`src/rtl/synchronous_fifo.sv`:
```
// synchronous_fifo: single-clock FIFO, DEPTH x WIDTH, registered dout.
// Ports: clk, rst (sync, active-high), wr_en/din/full, rd_en/dout/empty.
module synchronous_fifo #(
  parameter int DEPTH = 16,
  parameter int WIDTH = 8
) (
  input  logic             clk,
  input  logic             rst,
  input  logic             wr_en,
  input  logic [WIDTH-1:0] din,
  output logic             full,
  input  logic             rd_en,
  output logic [WIDTH-1:0] dout,
  output logic             empty
);

  localparam int AW = $clog2(DEPTH);
  localparam int CW = AW + 1;

  logic [WIDTH-1:0] mem [DEPTH];
  logic [AW-1:0]    wr_ptr;
  logic [AW-1:0]    rd_ptr;
  logic [CW-1:0]    count;
  logic             wr_ok;
  logic             rd_ok;

  // Acceptance uses the registered flags, so no input reaches a flag.
  assign full  = (count == CW'(DEPTH));
  assign empty = (count == '0);
  assign wr_ok = wr_en & ~full;
  assign rd_ok = rd_en & ~empty;

  // Array is not reset; stale entries become unreachable after rst.
  always_ff @(posedge clk) begin
    if (wr_ok) begin
      mem[wr_ptr] <= din;
    end
  end

  always_ff @(posedge clk) begin
    if (rst) begin
      wr_ptr <= '0;
      rd_ptr <= '0;
      count  <= '0;
      dout   <= '0;
    end else begin
      if (wr_ok) begin
        wr_ptr <= wr_ptr + AW'(1);
      end
      if (rd_ok) begin
        rd_ptr <= rd_ptr + AW'(1);
        dout   <= mem[rd_ptr];
      end
      case ({wr_ok, rd_ok})
        2'b10:   count <= count + CW'(1);
        2'b01:   count <= count - CW'(1);
        default: count <= count;
      endcase
    end
  end

endmodule

```
`config.mk`:
```
export PLATFORM = sky130hd
export DESIGN_NAME = synchronous_fifo
export DESIGN_NICKNAME = d
export VERILOG_FILES = /design/src/rtl/synchronous_fifo.sv
export SDC_FILE = /design/constraint.sdc
export NUM_CORES = 1
export LEC_CHECK = 0
export CAP_MARGIN = 5
export CORE_MARGIN = 2
export CORE_UTILIZATION = 65
export CTS_BUF_LIST = sky130_fd_sc_hd__clkbuf_8 sky130_fd_sc_hd__clkbuf_16
export DETAILED_ROUTE_END_ITERATION = 12
export GPL_ROUTABILITY_DRIVEN = 0
export PLACE_DENSITY = 0.9
export SETUP_SLACK_MARGIN = 0.02
export SKIP_CTS_REPAIR_TIMING = 1
export SLEW_MARGIN = 10
export SYNTH_ARGS = -nofsm -noshare
export SYNTH_HDL_FRONTEND = slang
export SYNTH_SLANG_ARGS = --single-unit
```
`constraint.sdc`:
```
create_clock -name clk -period 5.2 [get_ports clk]
set_clock_uncertainty 0.15 [all_clocks]
set_input_delay 0.52 -clock clk [delete_from_list [all_inputs] [get_ports clk]]
set_output_delay 0.52 -clock clk [all_outputs]
set_load 0.05 [all_outputs]
```
# ---- Yosys cells after proc, flatten, opt, wreduce, memory -nomap -nowiden
# Memories as Yosys holds them, arrays and structs flattened. A register that Yosys moved wholly into a read port is not among the register bits.
# Cells that the tools add are included.
# W data, S select, Z words.
dict set report word_totals {
  regBits 13
  ram_bits 128
  in_bits 12
  out_inout_bits 10
  word_cells 20
  n_memories 1
}
# memory depth word_bits read_ports rd_ports_with_merged_regs wr line_no
set mem_list {}
lappend mem_list {mem 16 8 1 1 1 20} ;# logic [WIDTH-1:0] mem [DEPTH];
dict set report op_classes {
  addsub 4
  n_eq_ne 3
  muxes 3
  bitwise 4
  n_reduce_logical 2
}
# cell count
set op_table {}
lappend op_table {{$pmux W5 S2} 1}
lappend op_table {{$add A4 B1 Y4 const B} 2}
lappend op_table {{$add A5 B1 Y5 const B} 1}
lappend op_table {{$eq A5 B5 Y1 const B} 1}
lappend op_table {{$logic_not A5 Y1} 1}
lappend op_table {{$sub A5 B1 Y5 const B} 1}
lappend op_table {{$and A1 B1 Y1} 2}
lappend op_table {{$eq A2 B1 Y1 const B} 1}
lappend op_table {{$eq A2 B2 Y1 const B} 1}
lappend op_table {{$mux W1} 2}
lappend op_table {{$not A1 Y1} 2}
lappend op_table {{$reduce_bool A2 Y1} 1}

# ---- Depth between registers and ports, before layout
dict set report depth {
  depth_word 5
  depth_mapped 11
  depth_no_buf 11
}

# ---- Least setup slack after synthesis
# Ideal clock, no wire load.
dict set report synth_timing {
  path_type {register to register}
  start {register count[0]}
  end {register count[4]}
  setup_ns 0.121
  arrival_ns 2.749
  required_ns 4.929
  slack_ns 2.180
  stages_incl_launch_ff 11
  path_buffers 1
  period_less_slack_ns 3.020
  path_cell_list {dfxtp_1 -> or4_4 -> o21a_4 -> buf_6 -> ha_1 -> ha_1 -> nor2b_1 -> o21ai_0 -> a21oi_1 -> or3b_1 -> mux2_2}
}
dict set report synth_via {
  elab_chain_len 5
  elab_cells_between_ends 12
  classes_between {2 x add/sub; 3 x eq/ne; 1 x mux; 4 x bitwise; 2 x reduce/logical}
}
# element line_no
set synth_lines {}
lappend synth_lines {{start, declared} 23} ;# logic [CW-1:0] count;
lappend synth_lines {{start signal, assigned} 55} ;# 2'b10: count <= count + CW'(1);
lappend synth_lines {{start signal, assigned} 56} ;# 2'b01: count <= count - CW'(1);
lappend synth_lines {{start signal, assigned} 57} ;# default: count <= count;
lappend synth_lines {{$logic_not A5 Y1 *} 29} ;# assign empty = (count == '0);
lappend synth_lines {{$not A1 Y1 *} 31} ;# assign rd_ok = rd_en & ~empty;
lappend synth_lines {{$and A1 B1 Y1 *} 31}
lappend synth_lines {{via rd_ok} 25} ;# logic rd_ok;
lappend synth_lines {{$eq A2 B1 Y1 / $eq A2 B2 Y1 (equally long branches)} 54} ;# case ({wr_ok, rd_ok})
lappend synth_lines {{$pmux W5 S2 / $reduce_bool A2 Y1 (equally long branches)} --}
# Mark *: on every way through the listed nets, which the timed path passes. The rest lies on a longest branch.
# A chain may end at the register's enable or synchronous reset.

# ---- Worst setup path in the final report
dict set report layout_timing {
  start {register count[0]}
  end {register count[4]}
}
dict set report layout_via {
  elab_chain_len 5
  elab_cells_between_ends 12
  classes_between {2 x add/sub; 3 x eq/ne; 1 x mux; 4 x bitwise; 2 x reduce/logical}
}
# element line_no
set layout_lines {}
lappend layout_lines {{$eq A5 B5 Y1 / $logic_not A5 Y1 (equally long branches)} {28, 29}}
lappend layout_lines {{$not A1 Y1 (on tied branches)} {30, 31}}
lappend layout_lines {{$and A1 B1 Y1 (on tied branches)} {30, 31}}
lappend layout_lines {{$eq A2 B1 Y1 / $eq A2 B2 Y1 (equally long branches)} 54}
lappend layout_lines {{$pmux W5 S2 / $reduce_bool A2 Y1 (equally long branches)} --}
# Several ways; a longest one is shown, not always the timed one.

==> summary.txt <==
Pwr
  • VDD IR max: 0.297 mV
  • P per Cell Area: 501 mW/mm^2
  • Leak: 2.18 nW

Logic synthesis
  • Synth warnings: 0
  • Synth async-reset ratio: 0
  • Commonest register cell after synthesis: edfxtp_1
  • Synth Net Count: 382
  • Post-synthesis register bit count: 149
  • Post-synthesis cell area: 0.00601 mm^2
  • Synth Area per Inst: 16.7 um^2
  • Cells after Synth: 360
  • Distinct cells, synth: 39
  • Sequential area share after synthesis: 0.709
  • Post-synth EDFFs: 128

Clocking
  • CTS tree: built
  • Clock latency on the worst-skew pair: 530 ps
  • CTS Buf Count: 17
  • Clock-pin slew on the worst setup and hold paths: 60 ps
  • CTS Root Cell: clkbuf_8
  • CTS Buffer Depth: 2
  • H-tree lvl count: 4
  • Clk sink count: 149

STA
  • Fin. max-slew vios: 0
  • Slew HR: 0.206
  • Sum Neg Setup Slack: 0 ps
  • Final hold violation count: 0
  • Fin crit share: 0.605
  • Max Clk Rate: 318 MHz
  • Setup violation total in the final timing report: 0
  • Final min period: 3140 ps
  • Worst-margin pin slew: 1180 ps
  • RSZ-0062 raised after global routing: no

Floorplanning
  • Core ar.: 0.00911 mm^2
  • DIE HEIGHT: 100 um
  • Initial Util: 0.660
  • I/O pin cnt: 22
  • Die area: 0.0100 mm^2
  • Die width: 100 um
  • FP Rows: 35

Global route
  • Antenna violations before repair: 0
  • Total gr overflow: 0
  • GRT Util Overall: 0.278
  • Largest net degree at the start of global routing: 31
  • Global-route wire length before repair: 19.5 mm
  • Vias in the first global route: 3424

Route
  • Via count: 3356
  • Routed vias/inst: 6.62
  • Routed WL per cell: 25.8 um
  • Drc violations: 0
  • Post-route ant nets: 0
  • Drt pass-1 iters: 5
  • Drt total wl: 13.1 mm
  • Initial DRC Count: 545

Final layout
  • Core Util, Final: 0.753
  • Area delta synth->final: 14.1%
  • Antenna diodes: 0
  • Filler Cells Inserted: 467
  • Nets: 405
  • Share of post-route cells with drive strength above 1: 0.164

Worst setup path
  • Critical path start-end classification: reg2reg
  • CP dominant cell by count: ha_1
  • Crit path arrival time: 3420 ps
  • Critical-path top delay cell: or4_4
  • Critical-path maximum fanout: 21
  • Worst path buffer plus inverter count: 0
  • Startpoint types: flop
  • Worst Path Required: 5470 ps
  • CP delay by family, top: simple AND/OR/NAND/NOR gates
  • Critical path, cell by cell: or4_4 -> o21a_4 -> ha_1 -> ha_1 -> nor2b_1 -> o21ai_0 -> a21oi_1 -> or3b_1 -> mux2_2
  • CP max stage delay: 550 ps
  • CP endpoint kind: flop

Placement
  • Hpwl dp: 7.08 mm
  • Port bufs: 21

Worst hold path
  • Worst hold path class: reg2reg

Flow run
  • Max Cap Violations: 0

Outcome
  • Outcome: finished clean
## worst paths after layout
kind              cells past startpoint  startpoint        to  slack [ps]
setup / recovery                      9    count[0]  count[4]        2060
hold / removal                        2     dout[5]   dout[5]         400
setup reg to reg                      9    count[0]  count[4]        2060
hold reg to reg                       2     dout[5]   dout[5]         400
## cell type report
type                            count  area [um^2]  area share
Sequential cell                   149         4270       0.622
Multi-Input combinational cell    184         1610       0.235
Clock buffer                       17          414      0.0604
Timing Repair Buffer               24          233      0.0339
Clock inverter                     15          168      0.0244
Tap cell                          111          139      0.0203
Inverter                            7         26.3     0.00383
## metrics by stage
stage | hold WS [ps] | setup slack (ps) | area (um^2) | cells | total power [mW]
2_1_floorplan | 366 | 2180 | 6010 | 360 | 2.04
3_3_place_gp | 375 | 1900 | 6270 | 475 | 2.20
3_5_place_dp | 387 | 1840 | 6270 | 475 | 2.23
4_1_cts | 395 | 2060 | 6850 | 507 | 3.44
5_1_grt | 404 | 1890 | 6860 | 507 | 3.54
6_report | 398 | 2060 | 6860 | 507 | 3.44
## metal layers
layer / GRT usage / up-vias / share of wire
met4: 0.116 / 0 / 0.037
met3: 0.0780 / 54 / 0.086
met1: 0.356 / 1652 / 0.38
met5: 0.0256 / - / 0
li1: - / 1442 / -
met2: 0.448 / 208 / 0.50
## cell families after synthesis
family / count (synthesis) / share of synthesized area
buffers and inverters: 27 / 0.0233
multiplexers: 51 / 0.118
AND/OR/NAND/NOR: 74 / 0.0566
XOR/XNOR: 8 / 0.0129
adder cells (fa/ha/maj): 10 / 0.0221
flip-flops: 149 / 0.709
AO/OA/AOI/OAI: 41 / 0.0574
## synthesized netlist by cell type (2+ instances only)
cell type  number  share of area
clkbuf_1        7         0.0044
buf_1           2         0.0012
o22ai_1        16          0.017
mux2i_1        34          0.057
nand3_1         2         0.0017
a311oi_2        8          0.020
xnor2_1         3         0.0044
mux4_2         16          0.060
a22oi_1         8          0.010
nor2_1         45          0.028
nand4_1         2         0.0021
nor3_1          5         0.0042
inv_1           7         0.0044
xor2_1          4         0.0058
buf_6           2         0.0037
ha_1            9          0.019
edfxtp_1      128           0.64
nand2_1         6         0.0037
nand2b_1        2         0.0021
nor2b_1         5         0.0052
dfxtp_1        21          0.070
a21oi_1         5         0.0042
buf_2           7         0.0058
## power by group
| part | leakage [nW] | internal (mW) | switching [mW] |
|---|---|---|---|
| Combinational | 0.569 | 0.296 | 0.497 |
| Clock | 0.284 | 0.726 | 0.481 |
| Sequential | 1.33 | 1.38 | 0.0576 |
## worst min-delay path, delay by kind of cell (launching register included)
kind / cells / cell delay, ps
DFF: 1 / 320
and+or+nand+nor: 1 / 130
AOI/OAI and AO/OA: 1 / 60
## registers in the layout (all words and copies together) (netlist names)
register and flops:
dout 8, count 5, wr_ptr 4, mem 128, rd_ptr 4
## placed cells by master (no fill, tap or decap), types with 5 or more instances in the layout
cell type and n:
inv_1 10, a22oi_1 8, ha_1 9, mux4_2 16, o22ai_1 16, edfxtp_1 128, nor2_1 45, a21oi_1 5
clkbuf_16 16, dfxtp_1 20, nor2b_1 5, mux2i_1 34, nand2_1 6, a311oi_2 8, clkdlybuf4s50_1 21
Power figures use the tool's default switching activity.
